`src/rtl/alu_arbiter_if.sv`:
```
// Requester, ALU and response signals of the ALU arbiter.
// slave is the arbiter side; master is the requester/ALU side.
interface alu_arbiter_if #(
    parameter int unsigned WIDTH = 32,
    parameter int unsigned N_REQ = 2
);
    logic [N_REQ-1:0]       req_valid;
    logic [N_REQ-1:0]       req_ready;
    logic [N_REQ*WIDTH-1:0] req_a1;
    logic [N_REQ*WIDTH-1:0] req_a2;
    logic [N_REQ*4-1:0]     req_op;
    logic [WIDTH-1:0]       alu_a1;
    logic [WIDTH-1:0]       alu_a2;
    logic [3:0]             alu_ctrl;
    logic [WIDTH-1:0]       alu_out;
    logic                   alu_zero;
    logic [N_REQ-1:0]       rsp_valid;
    logic [N_REQ-1:0]       rsp_ready;
    logic [WIDTH-1:0]       rsp_data;
    logic                   rsp_zero;

    modport slave (
        input  req_valid, req_a1, req_a2, req_op, alu_out, alu_zero, rsp_ready,
        output req_ready, alu_a1, alu_a2, alu_ctrl, rsp_valid, rsp_data, rsp_zero
    );

    modport master (
        output req_valid, req_a1, req_a2, req_op, alu_out, alu_zero, rsp_ready,
        input  req_ready, alu_a1, alu_a2, alu_ctrl, rsp_valid, rsp_data, rsp_zero
    );
endinterface

```
`src/rtl/alu_arbiter.sv`:
```
// Round-robin arbiter sharing one combinational ALU between N_REQ requesters.
// One op in flight: accept (IDLE) -> drive ALU (EXEC) -> hold response (RESP).
module alu_arbiter #(
    parameter int unsigned WIDTH = 32,
    parameter int unsigned N_REQ = 2
) (
    input logic          clk,
    input logic          reset_n,
    alu_arbiter_if.slave bus
);
    localparam int unsigned IdxW = (N_REQ > 1) ? $clog2(N_REQ) : 1;
    localparam logic [IdxW:0] NReqW = (IdxW + 1)'(N_REQ);
    localparam logic [IdxW-1:0] LastIdx = IdxW'(N_REQ - 1);

    typedef enum logic [1:0] {StIdle, StExec, StResp} state_e;

    state_e            state_q, state_d;
    logic [IdxW-1:0]   rr_q, rr_d;
    logic [IdxW-1:0]   win_q, win_d;
    logic [WIDTH-1:0]  a1_q, a1_d;
    logic [WIDTH-1:0]  a2_q, a2_d;
    logic [3:0]        op_q, op_d;
    logic [WIDTH-1:0]  data_q, data_d;
    logic              zero_q, zero_d;

    logic              found;
    logic [IdxW-1:0]   win;
    logic [IdxW:0]     sum;
    logic [WIDTH-1:0]  a1_arr [N_REQ];
    logic [WIDTH-1:0]  a2_arr [N_REQ];
    logic [3:0]        op_arr [N_REQ];

    always_comb begin
        for (int i = 0; i < N_REQ; i++) begin
            a1_arr[i] = bus.req_a1[i*WIDTH +: WIDTH];
            a2_arr[i] = bus.req_a2[i*WIDTH +: WIDTH];
            op_arr[i] = bus.req_op[i*4 +: 4];
        end
    end

    // First valid requester at or after rr_q, wrapping past N_REQ-1.
    always_comb begin
        found = 1'b0;
        win   = '0;
        sum   = '0;
        for (int i = 0; i < N_REQ; i++) begin
            sum = {1'b0, rr_q} + (IdxW + 1)'(i);
            if (sum >= NReqW) begin
                sum = sum - NReqW;
            end
            if (!found && bus.req_valid[sum[IdxW-1:0]]) begin
                found = 1'b1;
                win   = sum[IdxW-1:0];
            end
        end
    end

    always_ff @(posedge clk or negedge reset_n) begin
        if (!reset_n) begin
            state_q <= StIdle;
            rr_q    <= '0;
            win_q   <= '0;
            a1_q    <= '0;
            a2_q    <= '0;
            op_q    <= '0;
            data_q  <= '0;
            zero_q  <= 1'b0;
        end else begin
            state_q <= state_d;
            rr_q    <= rr_d;
            win_q   <= win_d;
            a1_q    <= a1_d;
            a2_q    <= a2_d;
            op_q    <= op_d;
            data_q  <= data_d;
            zero_q  <= zero_d;
        end
    end

    always_comb begin
        state_d = state_q;
        rr_d    = rr_q;
        win_d   = win_q;
        a1_d    = a1_q;
        a2_d    = a2_q;
        op_d    = op_q;
        data_d  = data_q;
        zero_d  = zero_q;
        unique case (state_q)
            StIdle: begin
                if (found) begin
                    a1_d    = a1_arr[win];
                    a2_d    = a2_arr[win];
                    op_d    = op_arr[win];
                    win_d   = win;
                    rr_d    = (win == LastIdx) ? '0 : win + IdxW'(1);
                    state_d = StExec;
                end
            end
            StExec: begin
                data_d  = bus.alu_out;
                zero_d  = bus.alu_zero;
                state_d = StResp;
            end
            StResp: begin
                if (bus.rsp_ready[win_q]) begin
                    state_d = StIdle;
                end
            end
            default: state_d = StIdle;
        endcase
    end

    // Grant is gated by reset so every output reads 0 while reset is held.
    always_comb begin
        bus.req_ready = '0;
        bus.rsp_valid = '0;
        if (state_q == StIdle && found && reset_n) begin
            bus.req_ready[win] = 1'b1;
        end
        if (state_q == StResp) begin
            bus.rsp_valid[win_q] = 1'b1;
        end
        bus.alu_a1   = a1_q;
        bus.alu_a2   = a2_q;
        bus.alu_ctrl = op_q;
        bus.rsp_data = data_q;
        bus.rsp_zero = zero_q;
    end
endmodule
```
`src/flat_wrapper.sv`:
```
// flat-port wrapper written by rule: the top's interface ports become plain ports
module alu_arbiter_flat 
#(
    parameter int unsigned WIDTH = 32,
    parameter int unsigned N_REQ = 2
)
  (clk, reset_n, bus_req_valid, bus_req_a1, bus_req_a2, bus_req_op, bus_alu_out, bus_alu_zero, bus_rsp_ready, bus_req_ready, bus_alu_a1, bus_alu_a2, bus_alu_ctrl, bus_rsp_valid, bus_rsp_data, bus_rsp_zero);
  alu_arbiter_if #(.WIDTH(WIDTH), .N_REQ(N_REQ)) bus_i ();
  input logic clk;
  input logic reset_n;
  input wire logic [$bits(bus_i.req_valid)-1:0] bus_req_valid;
  input wire logic [$bits(bus_i.req_a1)-1:0] bus_req_a1;
  input wire logic [$bits(bus_i.req_a2)-1:0] bus_req_a2;
  input wire logic [$bits(bus_i.req_op)-1:0] bus_req_op;
  input wire logic [$bits(bus_i.alu_out)-1:0] bus_alu_out;
  input wire logic [$bits(bus_i.alu_zero)-1:0] bus_alu_zero;
  input wire logic [$bits(bus_i.rsp_ready)-1:0] bus_rsp_ready;
  output wire logic [$bits(bus_i.req_ready)-1:0] bus_req_ready;
  output wire logic [$bits(bus_i.alu_a1)-1:0] bus_alu_a1;
  output wire logic [$bits(bus_i.alu_a2)-1:0] bus_alu_a2;
  output wire logic [$bits(bus_i.alu_ctrl)-1:0] bus_alu_ctrl;
  output wire logic [$bits(bus_i.rsp_valid)-1:0] bus_rsp_valid;
  output wire logic [$bits(bus_i.rsp_data)-1:0] bus_rsp_data;
  output wire logic [$bits(bus_i.rsp_zero)-1:0] bus_rsp_zero;
  assign bus_i.req_valid = bus_req_valid;
  assign bus_i.req_a1 = bus_req_a1;
  assign bus_i.req_a2 = bus_req_a2;
  assign bus_i.req_op = bus_req_op;
  assign bus_i.alu_out = bus_alu_out;
  assign bus_i.alu_zero = bus_alu_zero;
  assign bus_i.rsp_ready = bus_rsp_ready;
  assign bus_req_ready = bus_i.req_ready;
  assign bus_alu_a1 = bus_i.alu_a1;
  assign bus_alu_a2 = bus_i.alu_a2;
  assign bus_alu_ctrl = bus_i.alu_ctrl;
  assign bus_rsp_valid = bus_i.rsp_valid;
  assign bus_rsp_data = bus_i.rsp_data;
  assign bus_rsp_zero = bus_i.rsp_zero;
  alu_arbiter #(.WIDTH(WIDTH), .N_REQ(N_REQ)) u_core (.clk(clk), .reset_n(reset_n), .bus(bus_i));
endmodule
```
`config.mk`:
```
export PLATFORM = sky130hd
export DESIGN_NAME = alu_arbiter_flat
export DESIGN_NICKNAME = d
export VERILOG_FILES = /design/src/rtl/alu_arbiter_if.sv /design/src/rtl/alu_arbiter.sv /design/src/flat_wrapper.sv
export SDC_FILE = /design/constraint.sdc
export NUM_CORES = 1
export LEC_CHECK = 0
export BUFFER_PORTS_ARGS = -buffer_cell sky130_fd_sc_hd__buf_4
export CORE_MARGIN = 10
export CORE_UTILIZATION = 46
export CTS_CLUSTER_SIZE = 25
export DETAILED_ROUTE_END_ITERATION = 10
export GPL_TIMING_DRIVEN = 0
export HOLD_SLACK_MARGIN = 0.05
export PLACE_DENSITY = 0.95
export SLEW_MARGIN = 40
export SYNTH_ARGS = -nofsm -noshare
export SYNTH_HDL_FRONTEND = slang
export SYNTH_SLANG_ARGS = --single-unit
```
`constraint.sdc`:
```
create_clock -name clk -period 2.7 [get_ports clk]
set_clock_uncertainty 0.15 [all_clocks]
set_input_delay 0.27 -clock clk [delete_from_list [all_inputs] [get_ports clk]]
set_output_delay 0.27 -clock clk [all_outputs]
set_load 0.02 [all_outputs]
```
==> results.py, run 1 <==
metrics = {
    "synthesis": {
        "syn-cell-area_um2": 4520,
        "yosysTopAreaCellShare_pct": 58.2,
        "synth-seq-cells": 105,
        "syn-instance-count": 329,
        "ys_seq_area_share_pct": 58.2,
        "ys_warn_count": 0,
        "syn-num-nets": 504,
        "synth_area_leaders": "dfrtp_1 58%, a221o_1 15%, o21a_1 11%, mux2_2 8.5%, buf_2 2.0%",
        "synth_top_cell_by_area": "dfrtp_1",
        "synth_cell_type_count": 16,
        "syn_avg_cell_area_um2": 13.7,
    },
    "die": {
        "fp.dieH_um": 119,
        "start_util_pct": 46.6,
        "ioPinCount": 280,
        "die_w_um": 119,
        "num_rows": 36,
    },
    "clock_tree": {
        "cts_root_buf": "clkbuf_8",
        "cts_buffer_depth": 2,
        "h-tree-depth": 3,
        "cts_hold_buffers": 153,
        "numCtsBuffers": 9,
        "post_cts_resized": 0,
        "cts_setup_buffers": 0,
        "cts_sinks": 105,
    },
    "status": {
        "tool.error": "[ERROR RSZ-0060] Max buffer count reached.",
        "status": "aborted with a tool error",
        "lastStage": "clock tree synthesis (4_1_cts)",
    },
    "placed_design": {
        "place_congestion": 0.788,
        "dpl.hpwl_um": 13600,
        "io_buffers": 279,
    },
}
cell usage after synthesis, drive strengths merged:
master  number
a221o       68
and2         2
and3         2
buf         26
clkbuf       9
dfrtp      105
inv          1
mux2        34
nand2        1
nand2b       4
nor2         5
o21a        68
o21ai        2
o21bai       1
or2          1
through the flow:
| step | cells | setup slack [ns] | area [µm²] | hold slack, ns |
|---|---|---|---|---|
| after floorplan | 329 | 1.05 | 4520 | -0.176 |
| after global placement | 741 | 0.585 | 6780 | 0.339 |
| after detailed placement | 741 | 0.589 | 6780 | 0.232 |
logic make-up after synthesis:
logic type / synth area share (%)
multiplexers: 8.48
flip-flops: 58.2
buffers and inverters: 4.82
AND/OR/NAND/NOR: 1.75
AO/OA/AOI/OAI: 26.8
==> inputs of run 2 (changes only) <==
--- a/config.mk
+++ b/config.mk
@@ -7,12 +7,10 @@
 export LEC_CHECK = 0
 export BUFFER_PORTS_ARGS = -buffer_cell sky130_fd_sc_hd__buf_4
 export CORE_MARGIN = 10
-export CORE_UTILIZATION = 46
-export CTS_CLUSTER_SIZE = 25
+export CORE_UTILIZATION = 40
 export DETAILED_ROUTE_END_ITERATION = 10
 export GPL_TIMING_DRIVEN = 0
-export HOLD_SLACK_MARGIN = 0.05
-export PLACE_DENSITY = 0.95
+export PLACE_DENSITY_LB_ADDON = 0.15
 export SLEW_MARGIN = 40
 export SYNTH_ARGS = -nofsm -noshare
 export SYNTH_HDL_FRONTEND = slang
==> run 2 against run 1 <==
The flow now finishes without violations. Synthesized cell count stayed put. Synthesized area did not move.
==> results.py, run 2 <==
metrics = {
    "status": {
        "status": "finished, final reports clean",
    },
    "worst_setup_path": {
        "cpPeakStageDelay_ns": 0.40,
        "critical_path_required_ns": 2.28,
        "path_class": "reg -> out",
        "r2r_slack_ns": 0.93,
        "crit_chain": "nor2_1, and3_1, clkbuf_1, buf_2, and2_1, buf_4",
        "crit_fanout": 10,
        "critPathCaptureType": "output port",
        "r2r_end": "u_core.bus.alu_a2[18]",
        "r2r_cells": 5,
        "arrival_ns": 1.99,
        "reg2reg_from": "u_core.rr_q",
        "crit_slowest_cell": "dfrtp_1",
        "startpoint_type": "register",
    },
    "detailed_routing": {
        "drc": 0,
        "drtIter0Drc": 206,
        "dr.pass1.iters": 4,
        "wl_um": 16800,
        "wl_per_cell_um": 21.9,
        "routed_via_density": 5.32,
        "ant_nets": 0,
        "num_vias": 4083,
    },
    "grt": {
        "grt_pass1_vias": 4400,
        "grt_pass1_wl_um": 25200,
        "grt_start_max_net_pins": 108,
        "antenna_found_initial": 0,
        "grt_overflow": 0,
        "track_usage_pct": 19.9,
    },
    "die": {
        "dieArea_um2": 15900,
        "ioPinCount": 280,
        "start_util_pct": 41.3,
        "fp.dieH_um": 126,
        "coreArea_um2": 10900,
        "die_w_um": 126,
        "num_rows": 38,
    },
    "synthesis": {
        "synth-edff-count": 0,
        "ys_warn_count": 0,
        "synth_top_cell_by_area": "dfrtp_1",
        "syn-num-nets": 504,
        "synth-seq-cells": 105,
        "synth_most_common_cell": "dfrtp_1",
        "syn_avg_cell_area_um2": 13.7,
        "yosysTopAreaCellShare_pct": 58.2,
        "async_flop_share_pct": 100,
        "synth_area_leaders": "dfrtp_1 58%, a221o_1 15%, o21a_1 11%, mux2_2 8.5%, buf_2 2.0%",
        "syn-instance-count": 329,
        "ys_seq_area_share_pct": 58.2,
        "synth_cell_type_count": 16,
        "synth_flop_cell": "dfrtp_1",
        "synth_commonest_cells": "105 x dfrtp_1, 68 x a221o_1, 68 x o21a_1, 34 x mux2_2, 18 x buf_2",
        "syn-cell-area_um2": 4520,
    },
    "clock_tree": {
        "tritoncts": "yes",
        "cts_root_buf": "clkbuf_16",
        "clock_latency_ns": 0.33,
        "post_cts_resized": 0,
        "cts_buffer_depth": 2,
        "numCtsBuffers": 9,
        "h-tree-depth": 3,
        "path_clk_slew_ns": 0.07,
        "cts_sinks": 105,
    },
    "cells_and_area": {
        "drive_gt1_share_pct": 56.5,
        "final_common_cell": "buf_4",
        "antenna_cells": 0,
        "final_cell_mix": "278 x buf_4, 105 x dfrtp_1, 68 x o21a_1, 68 x a221o_1, 34 x mux2_2",
        "num-fill-cells": 890,
        "final_util_pct": 65.1,
        "final_net_count": 797,
        "syn_to_final_growth_pct": 57.6,
    },
    "power_and_ir_drop": {
        "peakVddDrop_mv": 0.608,
        "p_leak_nw": 3.51,
        "power.total_mw": 8.89,
        "powerDensity_nw_per_um2": 1250,
    },
    "placed_design": {
        "dpl.hpwl_um": 13100,
        "place_congestion": 0.835,
        "io_buffers": 279,
    },
    "timing": {
        "slew_headroom_pct": 54.3,
        "rsz0062_at_grt": "false",
        "setup_violations": 0,
        "fmax_mhz": 415,
        "period_share_pct": 89.2,
        "hold_viol_final": 0,
        "slew_viol_final": 0,
        "finalCriticalPeriod_ns": 2.41,
        "tightest_slew_ns": 0.682,
        "setup_tns_ns": 0,
    },
    "min_path": {
        "hold_start": "bus_req_a2[30]",
        "hold_path_class": "in -> reg",
        "holdPathStages": 2,
        "holdPathEnd": "u_core.bus.alu_a2[30]",
    },
    "job": {
        "max_cap_viol_count": 0,
    },
}
## run 2: cell counts after synthesis
No cell type changed its count.
## run 2: through the flow
| stage | instances | hold WS, ns | setup slack, ns | cell area, µm² |
|---|---|---|---|---|
| after floorplan | 329 | -0.176 | 1.05 | 4520 |
| after global placement | 748 | 0.338 | 0.539 | 6790 |
| after detailed placement | 748 | 0.232 | 0.623 | 6790 |
| after CTS | 766 | 0.000604 | 0.242 | 7090 |
| after global routing | 767 | 0.00134 | 0.0975 | 7120 |
| final | 767 | 0.00848 | 0.293 | 7120 |
## run 2: per-layer routing
| metal | vias up | part of all wire (%) | GRT usage, % |
|---|---|---|---|
| met4 | 0 | 1.8 | 5.43 |
| met1 | 1996 | 38 | 22.7 |
| li1 | 1866 | - | - |
| met5 | - | 0 | 0 |
| met3 | 21 | 10 | 8.31 |
| met2 | 200 | 50 | 33.4 |
## run 2: worst max-delay path by stage
stage	depth (start not counted)	to	start	slack, ns
after floorplan	5	bus_req_ready[0]	u_core.state_q[1]	1.05
after global placement	3	bus_req_ready[0]	reset_n	0.54
after detailed placement	6	bus_req_ready[1]	u_core.state_q[1]	0.62
after CTS	6	bus_req_ready[1]	u_core.state_q[1]	0.24
after global routing	6	bus_req_ready[1]	u_core.state_q[1]	0.1
final	6	bus_req_ready[0]	u_core.state_q[1]	0.29
## run 2: layout make-up
| class | count | area [µm²] | area share [%] |
|---|---|---|---|
| clock buffer | 13 | 260 | 3.66 |
| buffer | 35 | 214 | 3.01 |
| clock inverter | 3 | 15.0 | 0.211 |
| multi-input combinational | 188 | 1670 | 23.5 |
| inverter | 1 | 3.75 | 0.0528 |
| timing repair buffer | 282 | 2150 | 30.2 |
| sequential | 105 | 2630 | 36.9 |
| tap | 140 | 175 | 2.46 |
## run 2: cells by family (layout without fill, tap and decap cells)
family | after synthesis | in the layout | synth area share (%)
simple gates | 15 | 15 | 1.75
mux | 34 | 34 | 8.48
flops | 105 | 105 | 58.2
compound gates | 139 | 139 | 26.8
buf+inv | 36 | 334 | 4.82
## run 2: repair_timing
item | in CTS | in global routing
hold buffers | 2 | 0
buffers inserted | 0 | 0
endpoints found under the hold margin | 106 | 0
## run 2: power breakdown
part           total (mW)  switching, mW  internal (mW)
clock                1.22          0.546          0.673
combinational        4.88           2.47           2.41
sequential           2.79          0.431           2.36
total                8.89           3.45           5.44
## run 2: critical path: cells and delay by family (launching register included)
kind	cells	cell delay, ns
DFF	1	0.40
and+or+nand+nor	3	0.45
buffers and inverters	3	0.80
Power figures use the tool's default switching activity.
